$ cat config.mk
export PLATFORM = sky130hd
export DESIGN_NAME = shift_unit_arbiter_flat
export DESIGN_NICKNAME = d
export VERILOG_FILES = /design/src/rtl/shift_unit_arbiter_pkg.sv /design/src/rtl/shift_unit_arbiter_if.sv /design/src/rtl/shift_unit_arbiter_barrel_shifter.sv /design/src/rtl/shift_unit_arbiter.sv /design/src/flat_wrapper.sv
export SDC_FILE = /design/constraint.sdc
export NUM_CORES = 1
export LEC_CHECK = 0
export BUFFER_PORTS_ARGS = -buffer_cell sky130_fd_sc_hd__buf_2
export CAP_MARGIN = 5
export CELL_PAD_IN_SITES_DETAIL_PLACEMENT = 2
export CELL_PAD_IN_SITES_GLOBAL_PLACEMENT = 2
export CORE_UTILIZATION = 35
export DETAILED_ROUTE_END_ITERATION = 12
export PLACE_DENSITY_LB_ADDON = 0.05
export SLEW_MARGIN = 0
export SYNTH_ARGS = -nofsm -noshare
export SYNTH_HDL_FRONTEND = slang
export SYNTH_SLANG_ARGS = --single-unit
$ cat constraint.sdc
create_clock -name clk -period 5.6 [get_ports clk]
set_clock_uncertainty 0.05 [all_clocks]
set_input_delay 0 -clock clk [delete_from_list [all_inputs] [get_ports clk]]
set_output_delay 0 -clock clk [all_outputs]
set_load 0.005 [all_outputs]
$ cat src/rtl/shift_unit_arbiter_pkg.sv
// Shared types and constants for the shift unit arbiter: op codes, FSM states, port ids
// and the captured-command payload.
package shift_unit_arbiter_pkg;

    localparam int unsigned DATA_W  = 32;
    localparam int unsigned SHAMT_W = 5;
    localparam int unsigned OP_W    = 2;

    typedef enum logic [OP_W-1:0] {
        SHOP_SLL  = 2'b00,
        SHOP_SRL  = 2'b01,
        SHOP_SRA  = 2'b10,
        SHOP_PASS = 2'b11
    } shop_e;

    typedef enum logic {
        SH_IDLE = 1'b0,
        SH_EXEC = 1'b1
    } sh_state_e;

    localparam logic PORT0 = 1'b0;
    localparam logic PORT1 = 1'b1;

    typedef struct packed {
        logic [DATA_W-1:0] a;
        logic [DATA_W-1:0] b;
        shop_e             op;
        logic              port;
    } sh_cmd_t;

    // Any amount bit above the shamt field pushes the shift out of range.
    function automatic logic out_of_range(input logic [DATA_W-1:0] b);
        return |b[DATA_W-1:SHAMT_W];
    endfunction

endpackage

$ cat src/rtl/shift_unit_arbiter_if.sv
// Two-requester shift request / response bundle; the master side is the requesters,
// the slave side is the arbiter.
interface shift_unit_arbiter_if;
    import shift_unit_arbiter_pkg::*;

    logic              req0_valid;
    logic              req0_ready;
    logic [DATA_W-1:0] req0_a;
    logic [DATA_W-1:0] req0_b;
    logic [OP_W-1:0]   req0_op;

    logic              req1_valid;
    logic              req1_ready;
    logic [DATA_W-1:0] req1_a;
    logic [DATA_W-1:0] req1_b;
    logic [OP_W-1:0]   req1_op;

    logic              rsp0_valid;
    logic              rsp1_valid;
    logic [DATA_W-1:0] rsp_data;
    logic              busy;

    modport master (
        output req0_valid, req0_a, req0_b, req0_op,
        output req1_valid, req1_a, req1_b, req1_op,
        input  req0_ready, req1_ready,
        input  rsp0_valid, rsp1_valid, rsp_data, busy
    );

    modport slave (
        input  req0_valid, req0_a, req0_b, req0_op,
        input  req1_valid, req1_a, req1_b, req1_op,
        output req0_ready, req1_ready,
        output rsp0_valid, rsp1_valid, rsp_data, busy
    );

endinterface

$ cat src/rtl/shift_unit_arbiter_barrel_shifter.sv
// Combinational 32-bit logarithmic barrel shifter; dir=1 shifts left, vacated bits
// take feedinbit.
module BarrelShifter
    import shift_unit_arbiter_pkg::*;
(
    input  logic [DATA_W-1:0]  din,
    input  logic [SHAMT_W-1:0] shamt,
    input  logic               dir,
    input  logic               feedinbit,
    output logic [DATA_W-1:0]  dout_c
);

    logic [DATA_W-1:0] x;
    logic [DATA_W-1:0] fill;
    logic [DATA_W-1:0] ones;

    // One conditional power-of-two stage per shamt bit.
    always_comb begin
        ones = '1;
        fill = {DATA_W{feedinbit}};
        x    = din;
        for (int unsigned s = 0; s < SHAMT_W; s++) begin
            if (shamt[s]) begin
                if (dir) begin
                    x = (x << (1 << s)) | (fill & ~(ones << (1 << s)));
                end else begin
                    x = (x >> (1 << s)) | (fill & ~(ones >> (1 << s)));
                end
            end
        end
        dout_c = x;
    end

endmodule

$ cat src/rtl/shift_unit_arbiter.sv
// Round-robin two-port sequencer sharing one BarrelShifter; 2-cycle latency, one op per 2 cycles.
// Optional macro SHIFT_ARITH_EN enables arithmetic right shift (op 10); otherwise op 10 acts as SRL.
module shift_unit_arbiter
    import shift_unit_arbiter_pkg::*;
(
    input  logic                 clk,
    input  logic                 rst,
    shift_unit_arbiter_if.slave  bus
);

    sh_state_e         state_q, state_d;
    sh_cmd_t           cmd_q, cmd_d;
    logic              last_grant_q, last_grant_d;
    logic              rsp0_valid_q, rsp0_valid_d;
    logic              rsp1_valid_q, rsp1_valid_d;
    logic [DATA_W-1:0] rsp_data_q, rsp_data_d;
    logic              busy_q, busy_d;

    logic              ready0_c, ready1_c;
    logic              hs0_c, hs1_c, hs_c;
    logic              dir_c, feedin_c;
    logic [DATA_W-1:0] shift_out_c, result_c;

    always_ff @(posedge clk or negedge rst) begin
        if (!rst) begin
            state_q <= SH_IDLE;
        end else begin
            state_q <= state_d;
        end
    end

    always_comb begin
        state_d = state_q;
        case (state_q)
            SH_IDLE: if (hs_c) state_d = SH_EXEC;
            SH_EXEC: state_d = SH_IDLE;
            default: state_d = SH_IDLE;
        endcase
    end

    // Arbitration, operand capture and response staging.
    always_comb begin
        ready0_c = 1'b0;
        ready1_c = 1'b0;
        if (state_q == SH_IDLE) begin
            ready0_c = bus.req0_valid && (!bus.req1_valid || (last_grant_q == PORT1));
            ready1_c = bus.req1_valid && (!bus.req0_valid || (last_grant_q == PORT0));
        end
        hs0_c = bus.req0_valid && ready0_c;
        hs1_c = bus.req1_valid && ready1_c;
        hs_c  = hs0_c || hs1_c;

        cmd_d        = cmd_q;
        last_grant_d = last_grant_q;
        if (hs0_c) begin
            cmd_d = '{a: bus.req0_a, b: bus.req0_b, op: shop_e'(bus.req0_op), port: PORT0};
            last_grant_d = PORT0;
        end else if (hs1_c) begin
            cmd_d = '{a: bus.req1_a, b: bus.req1_b, op: shop_e'(bus.req1_op), port: PORT1};
            last_grant_d = PORT1;
        end

        rsp0_valid_d = (state_q == SH_EXEC) && (cmd_q.port == PORT0);
        rsp1_valid_d = (state_q == SH_EXEC) && (cmd_q.port == PORT1);
        rsp_data_d   = (state_q == SH_EXEC) ? result_c : rsp_data_q;
        busy_d       = hs_c || (state_q == SH_EXEC);
    end

    // Shifter drive and out-of-range fix-up; out-of-range result is the fill bit replicated.
    always_comb begin
        dir_c    = (cmd_q.op == SHOP_SLL);
        feedin_c = 1'b0;
`ifdef SHIFT_ARITH_EN
        feedin_c = (cmd_q.op == SHOP_SRA) && cmd_q.a[DATA_W-1];
`endif
        result_c = shift_out_c;
        if (cmd_q.op == SHOP_PASS) begin
            result_c = cmd_q.a;
        end else if (out_of_range(cmd_q.b)) begin
            result_c = {DATA_W{feedin_c}};
        end
    end

    BarrelShifter u_shifter (
        .din       (cmd_q.a),
        .shamt     (cmd_q.b[SHAMT_W-1:0]),
        .dir       (dir_c),
        .feedinbit (feedin_c),
        .dout_c    (shift_out_c)
    );

    always_ff @(posedge clk or negedge rst) begin
        if (!rst) begin
            cmd_q        <= '0;
            last_grant_q <= PORT1;
            rsp0_valid_q <= 1'b0;
            rsp1_valid_q <= 1'b0;
            rsp_data_q   <= '0;
            busy_q       <= 1'b0;
        end else begin
            cmd_q        <= cmd_d;
            last_grant_q <= last_grant_d;
            rsp0_valid_q <= rsp0_valid_d;
            rsp1_valid_q <= rsp1_valid_d;
            rsp_data_q   <= rsp_data_d;
            busy_q       <= busy_d;
        end
    end

    assign bus.req0_ready = ready0_c;
    assign bus.req1_ready = ready1_c;
    assign bus.rsp0_valid = rsp0_valid_q;
    assign bus.rsp1_valid = rsp1_valid_q;
    assign bus.rsp_data   = rsp_data_q;
    assign bus.busy       = busy_q;

endmodule

$ cat src/flat_wrapper.sv
// flat-port wrapper written by rule: the top's interface ports become plain ports
module shift_unit_arbiter_flat import shift_unit_arbiter_pkg::*;
  (clk, rst, bus_req0_valid, bus_req0_a, bus_req0_b, bus_req0_op, bus_req1_valid, bus_req1_a, bus_req1_b, bus_req1_op, bus_req0_ready, bus_req1_ready, bus_rsp0_valid, bus_rsp1_valid, bus_rsp_data, bus_busy);
  shift_unit_arbiter_if bus_i ();
  input  logic clk;
  input  logic rst;
  input wire logic [$bits(bus_i.req0_valid)-1:0] bus_req0_valid;
  input wire logic [$bits(bus_i.req0_a)-1:0] bus_req0_a;
  input wire logic [$bits(bus_i.req0_b)-1:0] bus_req0_b;
  input wire logic [$bits(bus_i.req0_op)-1:0] bus_req0_op;
  input wire logic [$bits(bus_i.req1_valid)-1:0] bus_req1_valid;
  input wire logic [$bits(bus_i.req1_a)-1:0] bus_req1_a;
  input wire logic [$bits(bus_i.req1_b)-1:0] bus_req1_b;
  input wire logic [$bits(bus_i.req1_op)-1:0] bus_req1_op;
  output wire logic [$bits(bus_i.req0_ready)-1:0] bus_req0_ready;
  output wire logic [$bits(bus_i.req1_ready)-1:0] bus_req1_ready;
  output wire logic [$bits(bus_i.rsp0_valid)-1:0] bus_rsp0_valid;
  output wire logic [$bits(bus_i.rsp1_valid)-1:0] bus_rsp1_valid;
  output wire logic [$bits(bus_i.rsp_data)-1:0] bus_rsp_data;
  output wire logic [$bits(bus_i.busy)-1:0] bus_busy;
  assign bus_i.req0_valid = bus_req0_valid;
  assign bus_i.req0_a = bus_req0_a;
  assign bus_i.req0_b = bus_req0_b;
  assign bus_i.req0_op = bus_req0_op;
  assign bus_i.req1_valid = bus_req1_valid;
  assign bus_i.req1_a = bus_req1_a;
  assign bus_i.req1_b = bus_req1_b;
  assign bus_i.req1_op = bus_req1_op;
  assign bus_req0_ready = bus_i.req0_ready;
  assign bus_req1_ready = bus_i.req1_ready;
  assign bus_rsp0_valid = bus_i.rsp0_valid;
  assign bus_rsp1_valid = bus_i.rsp1_valid;
  assign bus_rsp_data = bus_i.rsp_data;
  assign bus_busy = bus_i.busy;
  shift_unit_arbiter u_core (.clk(clk), .rst(rst), .bus(bus_i));
endmodule
## After elaboration in Yosys (flattened, before gate mapping)

Index checks and enable logic that the tools add are counted.

| storage, ports and cells | value |
|---|---|
| input port bits | 136 |
| output and inout bits | 37 |
| bits in registers | 104 |

| cells by class | value |
|---|---|
| reductions and logical operators | 15 |
| bitwise logic cells | 3 |
| equality and inequality tests | 1 |
| muxes and demuxes | 20 |

Operators by type and width:

| cell | count |
|---|---|
| $mux 32 | 12 |
| $mux 67 | 2 |
| $reduce_or 27->1 | 1 |
| $logic_and 1x1->1 | 6 |
| $mux 1 | 5 |
| $logic_or 1x1->1 | 4 |
| $not 1->1 | 3 |
| $eq 2x2->1 const B | 1 |
| $logic_not 1->1 | 2 |
| $logic_not 2->1 | 1 |
| $pmux 1 s2 | 1 |
| $reduce_bool 2->1 | 1 |

## Logic depth before layout (Yosys ltp)

Gate-level depths: netlist (run 1).

| depth | value |
|---|---|
| word-level depth | 13 |
| depth in mapped cells | 11 |
| gate-level depth less buffers | 6 |

## Modules after synthesis

A second synthesis (run 1) with hierarchy kept.

| second synthesis, totals | value |
|---|---|
| cell total of the unflattened synthesis | 1234 |
| area, all modules | 9699.3 um^2 |

Modules (own cells, without submodules):

| module | area an instance (um^2) | cells an instance | times used | sequential area each (um^2) |
|---|---|---|---|---|
| shift_unit_arbiter | 5211.2 | 587 | 1 | 2603.7 |
| BarrelShifter | 4488.1 | 647 | 1 | 0.0 |

## Worst setup path after synthesis (run 1)

No wires, ideal clock.

| timing | value |
|---|---|
| kind | register -> register |
| start point | reg u_core.cmd_q[2] (netlist name) |
| end point | reg u_core.rsp_data_q[5] (netlist: u_core.bus.rsp_data[5]) |
| arrival | 2.131 ns |
| setup slack | 3.346 ns |
| path buffers | 0 |
| stages on the path, launching flop included | 7 |
| clock period less this slack | 2.254 ns |
| cell sequence | dfrtp_1 or3b_4 a311oi_4 a2111oi_1 mux4_2 a211oi_2 a2bb2oi_2 |

| on the way | value |
|---|---|
| cells in the longest elaborated chain, start to end | 13 |
| elaborated cells between the ends (all ways) | 14 |

RTL lines:

| element | line | RTL |
|---|---|---|
| from (decl) | shift_unit_arbiter.sv:12 | `sh_cmd_t cmd_q, cmd_d;` |
| from (signal assigned) | shift_unit_arbiter.sv:101 | `cmd_q <= cmd_d;` |
| $logic_not 2->1 | shift_unit_arbiter.sv:71 | `dir_c = (cmd_q.op == SHOP_SLL);` |
| $mux 32 | shift_unit_arbiter_barrel_shifter.sv:24 | `if (dir) begin` |
| $mux 32 | shift_unit_arbiter_barrel_shifter.sv:23 | `if (shamt[s]) begin` |
| $mux 32 | shift_unit_arbiter_barrel_shifter.sv:24 |  |
| $mux 32 | shift_unit_arbiter_barrel_shifter.sv:23 |  |
| $mux 32 | shift_unit_arbiter_barrel_shifter.sv:24 |  |
| $mux 32 | shift_unit_arbiter_barrel_shifter.sv:23 |  |
| $mux 32 | shift_unit_arbiter_barrel_shifter.sv:24 |  |
| $mux 32 | shift_unit_arbiter_barrel_shifter.sv:23 |  |
| $mux 32 | shift_unit_arbiter_barrel_shifter.sv:24 |  |
| $mux 32 | shift_unit_arbiter_barrel_shifter.sv:23 |  |
| $mux 32 | shift_unit_arbiter.sv:79 | `end else if (out_of_range(cmd_q.b)) begin` |
| $mux 32 * | shift_unit_arbiter.sv:77 | `if (cmd_q.op == SHOP_PASS) begin` |
| to (signal assigned) | shift_unit_arbiter.sv:105 | `rsp_data_q <= rsp_data_d;` |
| to (decl) | shift_unit_arbiter.sv:16 | `logic [DATA_W-1:0] rsp_data_q, rsp_data_d;` |

Mark *: on every way between the ends. The rest lies on a longest branch, timed or not.
A chain may end at the register's enable or synchronous reset.

## Final worst setup path (run 1)

| timing | value |
|---|---|
| start point | reg u_core.cmd_q[3] (netlist name) |
| end point | reg u_core.rsp_data_q[5] (netlist: u_core.bus.rsp_data[5]) |

| on the way | value |
|---|---|
| cells in the longest elaborated chain, start to end | 11 |

RTL lines:

| element | line |
|---|---|
| $mux 32 * | shift_unit_arbiter_barrel_shifter.sv:23 |
| $mux 32 | shift_unit_arbiter_barrel_shifter.sv:24 |
| $mux 32 * | shift_unit_arbiter_barrel_shifter.sv:23 |
| $mux 32 | shift_unit_arbiter_barrel_shifter.sv:24 |
| $mux 32 * | shift_unit_arbiter_barrel_shifter.sv:23 |
| $mux 32 | shift_unit_arbiter_barrel_shifter.sv:24 |
| $mux 32 * | shift_unit_arbiter_barrel_shifter.sv:23 |
| $mux 32 | shift_unit_arbiter_barrel_shifter.sv:24 |
| $mux 32 * | shift_unit_arbiter_barrel_shifter.sv:23 |
| $mux 32 * | shift_unit_arbiter.sv:79 |
| $mux 32 * | shift_unit_arbiter.sv:77 |

Marked as above.

==> impl_results.md, run 1 <==
- Crit end category: flip-flop
- RSZ-0062 raised after global routing: no
- Ys flop type: dfrtp_1
- Crit share post-route: 0.7049
- # DRC: 0
- Syn. warnings: 0
- Site row count: 58
- Vias in the first global route: 13060
- MaxCap Viol Count: 0
- DRT antenna net count: 0
- Post-CTS Setup Bufs: 0
- Peak fanout along the critical path: 53
- Leakage: roughly 5 nW
- Clock sinks: 104
- Starting Density: 0.3606
- H-tree levels: 3
- Worst-Margin Slew: 1.309 ns
- Startpoint type of the worst setup path: flip-flop
- Mapped cell area: 0.009160 sq mm
- Total Power: around 0.0047 W
- Post-route design area: 0.01188 sq mm
- Critical-path cell list: buf_4 > mux2i_1 > nand2_1 > a311oi_1 > mux4_2 > a211oi_2 > a2bb2oi_2
- Global placer's final weighted congestion: around 1.0
- Final-report max-slew violation count: 0
- Synth top area cells: dfrtp_1, mux2i_1, o21ai_0, nand2_1, a21oi_1
- Final Setup Violations: 0
- First-pass GRT wire length: around 90000 um
- Worst R2R Start: u_core.cmd_q[3]$_DFFE_PN0P_
- Largest net degree at the start of global routing: approximately 130
- Max VDD drop: a little under 200 uV
- Req. time, crit path: 5.81 ns
- Flops & latches, synth: between 100 and 150
- Period minus WS final: 3.947 ns
- Mapped Nets: around 1300
- Commonest non-fill, non-tap cell in the layout: buf_2
- DR WL/cell: 34.10 um
- Final setup TNS: 0 ns
- Die Width: approximately 160 um
- Antenna violations before repair: 7
- Register area share after synthesis: 0.2843
- Total GRT Usage: 0.4472
- Reg2reg end: u_core.bus.rsp_data[5]$_DFFE_PN0P_
- Register-to-Register Path Depth: 7
- Cts bufs inserted: 9
- Slowest CP cell: a311oi_1
- Final Hold Fails: 0
- Slew margin rel.: 0.1214
- FMAX: 0.2533 GHz
- Number of primary I/O pins: 173
- Min-delay worst type: input pin to asynchronous set/reset pin
- First-pass iteration count of the detailed router: 6
- Die ar.: 0.02682 sq mm
- Mean post-synth cell area: 7.836 sq um
- Pwr Density: 394.9 mW/mm^2
- Hpwl dp: about 36000 um
- Worst-skew pair later-pin latency: 0.39 ns
- Largest area contributor in the netlist: dfrtp_1
- CP Class: flip-flop to flip-flop
- Via count: 12310
- CTS tree: built
- Total core area: 0.02540 sq mm
- Outcome: completed
- Count of input and output buffers: 172
- Clock Path Buffers: 2
- WL final: between 50000 and 60000 um
- Async set-reset flop share out of synthesis: 1.000
- Root buffer cell: clkbuf_16
- Nets: 1541
- Post-synth EDFFs: 0
- Post-DP Area: 0.01019 sq mm
- Clk pin slew, worst setup/hold paths: about 0.10 ns
- Reg-to-reg slack, setup: about 1.7 ns
- Cells after synthesis: 1169
- Share of post-route cells with drive strength above 1: 0.1965
- Yosys cell types: 80
- Yosys top cell area share: 0.2814
- Most frequent cells in the layout: buf_2, nand2_1, o21ai_0, dlygate4sd3_1, a21oi_1
- Slowest Stage Delay on Critical Path: 1.09 ns
- Critical Path AT: 4.16 ns
- Via density: 7.055
- GR Overflow Total: 0
- Drt first-iter violations: approximately 1500
- Chip height: about 160 um
- Fill count: 2818
- Synthesis-to-finish area growth: 29.71%
[power by group]
| part | internal (W) | switching (W) |
|---|---|---|
| registers | 0.000908 | 0.000393 |
| logic | 0.000858 | 0.00180 |
| clock network | 0.000323 | 0.000406 |
| total | 0.00209 | 0.00260 |
[worst max-delay path by stage]
| stage | from | end | slack [ns] |
|---|---|---|---|
| 6_report | u_core.cmd_q[3]$_DFFE_PN0P_ | u_core.bus.rsp_data[5]$_DFFE_PN0P_ | 1.65 |
| 5_1_grt | u_core.cmd_q[3]$_DFFE_PN0P_ | u_core.bus.rsp_data[5]$_DFFE_PN0P_ | 1.76 |
| 4_1_cts | u_core.cmd_q[1]$_DFFE_PN0P_ | u_core.bus.rsp_data[27]$_DFFE_PN0P_ | 2.25 |
| 3_5_place_dp | u_core.cmd_q[1]$_DFFE_PN0P_ | u_core.bus.rsp_data[13]$_DFFE_PN0P_ | 2.27 |
| 3_3_place_gp | u_core.cmd_q[1]$_DFFE_PN0P_ | u_core.bus.rsp_data[28]$_DFFE_PN0P_ | 2.30 |
| 2_1_floorplan | u_core.cmd_q[2]$_DFFE_PN0P_ | u_core.bus.rsp_data[5]$_DFFE_PN0P_ | 3.35 |
[through the flow]
stage               instances  utilization  hold WS [ns]  worst slack, ns
floorplan                1169            -       -0.3456            3.346
global placement         1588       0.4013       0.01082            2.296
detailed placement       1588       0.4013       0.01529            2.272
CTS                      1740       0.4670        0.1460            2.249
global route             1741       0.4674        0.2032            1.763
finish                   1745       0.4678        0.1365            1.653
[per-layer routing]
metal,routed length (um),global-route usage,vias up
li1,-,-,4948
met1,22390,0.5492,6083
met2,25950,0.6743,990
met3,6853,0.1407,282
met4,4253,0.2879,8
met5,47,0,-
[kinds of logic (layout without fill, tap and decap cells)]
| family | count (synthesis) | count (layout) | share of synthesized area |
|---|---|---|---|
| compound gates | 471 | 471 | 0.3427 |
| simple gates | 380 | 380 | 0.2072 |
| buf+inv | 125 | 366 | 0.06147 |
| flops | 104 | 104 | 0.2843 |
| mux | 89 | 89 | 0.1044 |
| other cells | 0 | 5 | 0 |
[cell type report]
cell class | count | area, sq um | area share
Multi-Input combinational cell | 940 | 6021 | 0.5067
Sequential cell | 104 | 2614 | 0.2200
Timing Repair Buffer | 336 | 2460 | 0.2070
Tap cell | 330 | 412.9 | 0.03475
Clock buffer | 9 | 225.2 | 0.01896
Clock inverter | 7 | 83.83 | 0.007056
Inverter | 14 | 52.55 | 0.004423
Antenna cell | 5 | 12.51 | 0.001053
[Yosys cell counts (8+ instances only)]
cell      number
or3b_4         8
nand3_1       26
nand4_1        8
o211ai_1      15
nor4_1        27
a311oi_2      14
o31ai_1       15
a21oi_1      103
o221ai_1       8
nand2_1      145
nor3_1        39
o22ai_1       19
inv_1         11
a221oi_1       8
buf_4          9
nand2b_1       9
buf_2         29
nor2_1        63
dfrtp_1      103
a31oi_1       19
or3b_1        16
mux2i_1       82
a311oi_1      16
clkbuf_1      64
o21ai_1       11
o21ai_0      145
a211oi_1      26
[sequential cells by signal (all words and copies together), names as in the netlist]
| register | cells |
|---|---|
| u_core.bus.rsp1_valid | 1 |
| u_core.bus.rsp_data | 32 |
| u_core.last_grant_q | 1 |
| u_core.bus.rsp0_valid | 1 |
| u_core.state_q | 1 |
| u_core.bus.busy | 1 |
| u_core.cmd_q | 67 |
[worst max-delay path: cells and delay by family, from the launching register on]
family / cells / cell delay, ns
multiplexers: 2 / 0.88
AO/OA/AOI/OAI: 3 / 1.34
flip-flops: 1 / 0.85
buffers and inverters: 1 / 0.54
AND/OR/NAND/NOR: 1 / 0.11
[timing repair]
item | 4_1_cts | 5_1_grt
hold endpoints to repair | 113 | 0
resized for setup | 0 | 0
hold buffers | 136 | 0
Note: power is estimated with default switching activity, not from simulation.
==> run 2: changes to the inputs <==
--- a/config.mk
+++ b/config.mk
@@ -5,11 +5,12 @@
 export SDC_FILE = /design/constraint.sdc
 export NUM_CORES = 1
 export LEC_CHECK = 0
+export ABC_AREA = 1
 export BUFFER_PORTS_ARGS = -buffer_cell sky130_fd_sc_hd__buf_2
 export CAP_MARGIN = 5
 export CELL_PAD_IN_SITES_DETAIL_PLACEMENT = 2
 export CELL_PAD_IN_SITES_GLOBAL_PLACEMENT = 2
-export CORE_UTILIZATION = 35
+export CORE_UTILIZATION = 29
 export DETAILED_ROUTE_END_ITERATION = 12
 export PLACE_DENSITY_LB_ADDON = 0.05
 export SLEW_MARGIN = 0
==> constraint.sdc (replaced) <==
create_clock -name clk -period 3.65 [get_ports clk]
set_clock_uncertainty 0.05 [all_clocks]
set_input_delay 0 -clock clk [delete_from_list [all_inputs] [get_ports clk]]
set_output_delay 0 -clock clk [all_outputs]
set_load 0.005 [all_outputs]
==> impl_results.md, run 2 <==
- Net Sw Power: 0.006549 W (was 0.002603 W)
- Async set-reset flop share out of synthesis: 1.000 (unchanged)
- Starting Density: 0.2961 (was 0.3606)
- DRT antenna net count: 0 (unchanged)
- Hpwl dp: 29950 um (was 35890 um)
- GR Overflow Total: 0 (unchanged)
- Final Setup Violations: 0 (unchanged)
- Drt first-iter violations: 557 (was 1508)
- Largest area contributor in the netlist: dfrtp_1 (unchanged)
- Internal power: 0.004856 W (was 0.002089 W)
- Clk pin slew, worst setup/hold paths: 0.09 ns (was 0.10 ns)
- Mapped cell area: 0.007737 sq mm (was 0.009160 sq mm)
- Global placer's final weighted congestion: 0.9422 (was 1.025)
- Fin cells: 1836 (was 1745)
- Area of the multi-input gates: 0.004372 sq mm (was 0.006021 sq mm)
- Post-DP Area: 0.008838 sq mm (was 0.01019 sq mm)
- RSZ-0062 raised after global routing: no (unchanged)
- Die Width: 165.3 um (was 163.8 um)
- Site row count: 59 (was 58)
- Yosys cell types: 27 (was 80)
- Most frequent cells in the layout: nand2_1, nand3_1, buf_2, nor2_1, dlygate4sd3_1 (was buf_2, nand2_1, o21ai_0, dlygate4sd3_1, a21oi_1)
- Post-CTS Setup Bufs: 0 (unchanged)
- Cells after synthesis: 1241 (was 1169)
- Synth cell count leaders: nand2_1, nand3_1, nor2_1, a21oi_1, dfrtp_1 (was nand2_1, o21ai_0, a21oi_1, dfrtp_1, mux2i_1)
- Clock Path Buffers: 2 (unchanged)
- Leakage: 5.176 nW (was 4.991 nW)
- Failing checks: DRC
- DR WL/cell: 24.22 um (was 34.10 um)
- Ys flop type: dfrtp_1 (unchanged)
- Slew margin rel.: 0.2521 (was 0.1214)
- Clk pwr share: 0.094 (was 0.155)
- WL final: 44470 um (was 59500 um)
- MaxCap Viol Count: 0 (unchanged)
- # DRC: 5 (was 0)
- Req. time, crit path: 3.90 ns (was 5.81 ns)
- Crit share post-route: 0.8302 (was 0.7049)
- Commonest non-fill, non-tap cell in the layout: nand2_1 (was buf_2)
- Pwr Density: 1089 mW/mm^2 (was 394.9 mW/mm^2)
- Post-layout util: 0.4008 (was 0.4678)
- Final setup TNS: 0 ns (unchanged)
- First-pass GRT wire length: 66670 um (was 87830 um)
- Largest net degree at the start of global routing: 69 (was 134)
- Peak fanout along the critical path: 50 (was 53)
- Count of input and output buffers: 172 (unchanged)
- Outcome: finished with violations (was completed)
- Seq. cell area: 0.002605 sq mm (was 0.002614 sq mm)
- Max VDD drop: 377.8 uV (was 192.1 uV)
- Sw Ratio: 0.5742 (was 0.5549)
- Top-count cell post-synth: nand2_1
- Total core area: 0.02613 sq mm (was 0.02540 sq mm)
- Number of primary I/O pins: 173 (unchanged)
- CP Class: flip-flop to flip-flop (unchanged)
- Final-report max-slew violation count: 0 (unchanged)
- Mapped Nets: 1377 (was 1305)
- Clock sinks: 104 (unchanged)
- Total GRT Usage: 0.3306 (was 0.4472)
- Via count: 10190 (was 12310)
- Synth top area cells: dfrtp_1, nand2_1, nand3_1, a21oi_1, nor2_1 (was dfrtp_1, mux2i_1, o21ai_0, nand2_1, a21oi_1)
- Fill count: 3180 (was 2818)
- Crit end category: flip-flop (unchanged)
- CTS tree: built (unchanged)
- Min-delay worst type: input pin to flip-flop (was input pin to asynchronous set/reset pin)
- Final Hold Fails: 0 (unchanged)
- Logic pwr share: 0.715 (was 0.568)
- Yosys top cell area share: 0.3331 (was 0.2814)
- # placed instances: 1685 (was 1588)
- Vias in the first global route: 10970 (was 13060)
- Period minus WS final: 3.030 ns (was 3.947 ns)
- FMAX: 0.3300 GHz (was 0.2533 GHz)
- Sequential share of power: 0.191 (was 0.277)
- Antenna violations before repair: 2 (was 7)
- Cts bufs inserted: 9 (unchanged)
- Startpoint type of the worst setup path: flip-flop (unchanged)
- Post-route design area: 0.01048 sq mm (was 0.01188 sq mm)
- Share of post-route cells with drive strength above 1: 0.1581 (was 0.1965)
- Worst-Margin Slew: 1.121 ns (was 1.309 ns)
- Post-synth EDFFs: 0 (unchanged)
- Via density: 5.549 (was 7.055)
- Flops & latches, synth: 104 (unchanged)
- Max reg flops: 67 (unchanged)
- Critical Path AT: 3.28 ns (was 4.16 ns)
- Root buffer cell: clkbuf_16 (unchanged)
- Worst-skew pair later-pin latency: 0.38 ns (was 0.39 ns)
- Chip height: 165.3 um (was 163.8 um)
- Die ar.: 0.02734 sq mm (was 0.02682 sq mm)
- Biggest register: u_core.cmd_q (unchanged)
- Register area share after synthesis: 0.3365 (was 0.2843)
- Mean post-synth cell area: 6.235 sq um (was 7.836 sq um)
- Nets: 1630 (was 1541)
- Syn. warnings: 0 (unchanged)
- First-pass iteration count of the detailed router: 9 (was 6)
- Synthesis-to-finish area growth: 35.38% (was 29.71%)
- H-tree levels: 3 (unchanged)
run 2: cell count changes after synthesis, moves of 44 or more:
cell,delta
nand3_1,+187
inv_1,+81
nor2_1,+74
nand2_1,+179
o21ai_0,-95
mux2i_1,-82
o22ai_1,+44
run 2: repair_timing:
action | 4_1_cts | 5_1_grt
hold buffers | 133 | 0
gates resized for setup | 0 | 0
hold endpoints to repair | 122 | 0
run 2: layout make-up:
cell class	instances	share of cell area
sequential	104	0.2487
timing repair buffer	330	0.2286
inverter	101	0.03619
tap	335	0.04001
clock buffer	9	0.02150
clock inverter	7	0.007167
antenna	2	0.0004778
multi-input combinational	948	0.4173
run 2: cells by family after synthesis:
family	count (synthesis)	share of synthesized area
AND/OR/NAND/NOR	708	0.3925
flip-flops	104	0.3365
buffers and inverters	189	0.1014
AO/OA/AOI/OAI	240	0.1696
run 2: power groups by stage:
stage               Sequential, W  Combinational [W]  Clock (W)
detailed placement        0.00216            0.00720          0
finish                    0.00218            0.00815    0.00107
global route              0.00224            0.00891    0.00112
CTS                       0.00215            0.00789    0.00109
global placement          0.00213            0.00706          0
floorplan                 0.00201            0.00472          0
run 2: final timing paths:
path,startpoint,endpoint,slack (ns),depth (start not counted)
max reg2reg,u_core.state_q$_DFF_PN0_,u_core.cmd_q[55]$_DFFE_PN0P_,0.62,9
max,u_core.state_q$_DFF_PN0_,u_core.cmd_q[55]$_DFFE_PN0P_,0.62,9
min in group asynchronous,rst,u_core.bus.rsp_data[3]$_DFFE_PN0P_,0.21,2
max in group asynchronous,rst,u_core.bus.rsp_data[25]$_DFFE_PN0P_,2.45,3
min,bus_req0_valid,u_core.bus.busy$_DFF_PN0_,0.12,4
min reg2reg,u_core.bus.rsp_data[31]$_DFFE_PN0P_,u_core.bus.rsp_data[31]$_DFFE_PN0P_,0.46,2
run 2: critical path, cell delays in order, from the launching register on:
cell	delay [ns]
dfrtp_2	0.39
inv_1	0.10
nand2_1	0.14
a21oi_4	0.06
buf_4	0.22
inv_2	0.74
buf_4	0.40
nor2_1	0.08
o22ai_1	0.18
dlygate4sd3_1	0.58
run 2: metal layers:
metal	vias up	GRT usage	wire (um)
met4	0	0.1202	1525
li1	4649	-	-
met2	259	0.5630	21870
met5	-	0	0
met1	5224	0.4235	19280
met3	56	0.04620	1794
run 2: stage by stage:
stage	setup WS [ns]	hold WS (ns)	power, W
after floorplan	1.852	-0.3456	0.006734
after global placement	0.9254	0.1138	0.009187
after detailed placement	0.8433	0.1198	0.009365
after CTS	0.7148	0.05020	0.01113
after global routing	0.4250	0.1306	0.01227
final	0.6199	0.1211	0.01140
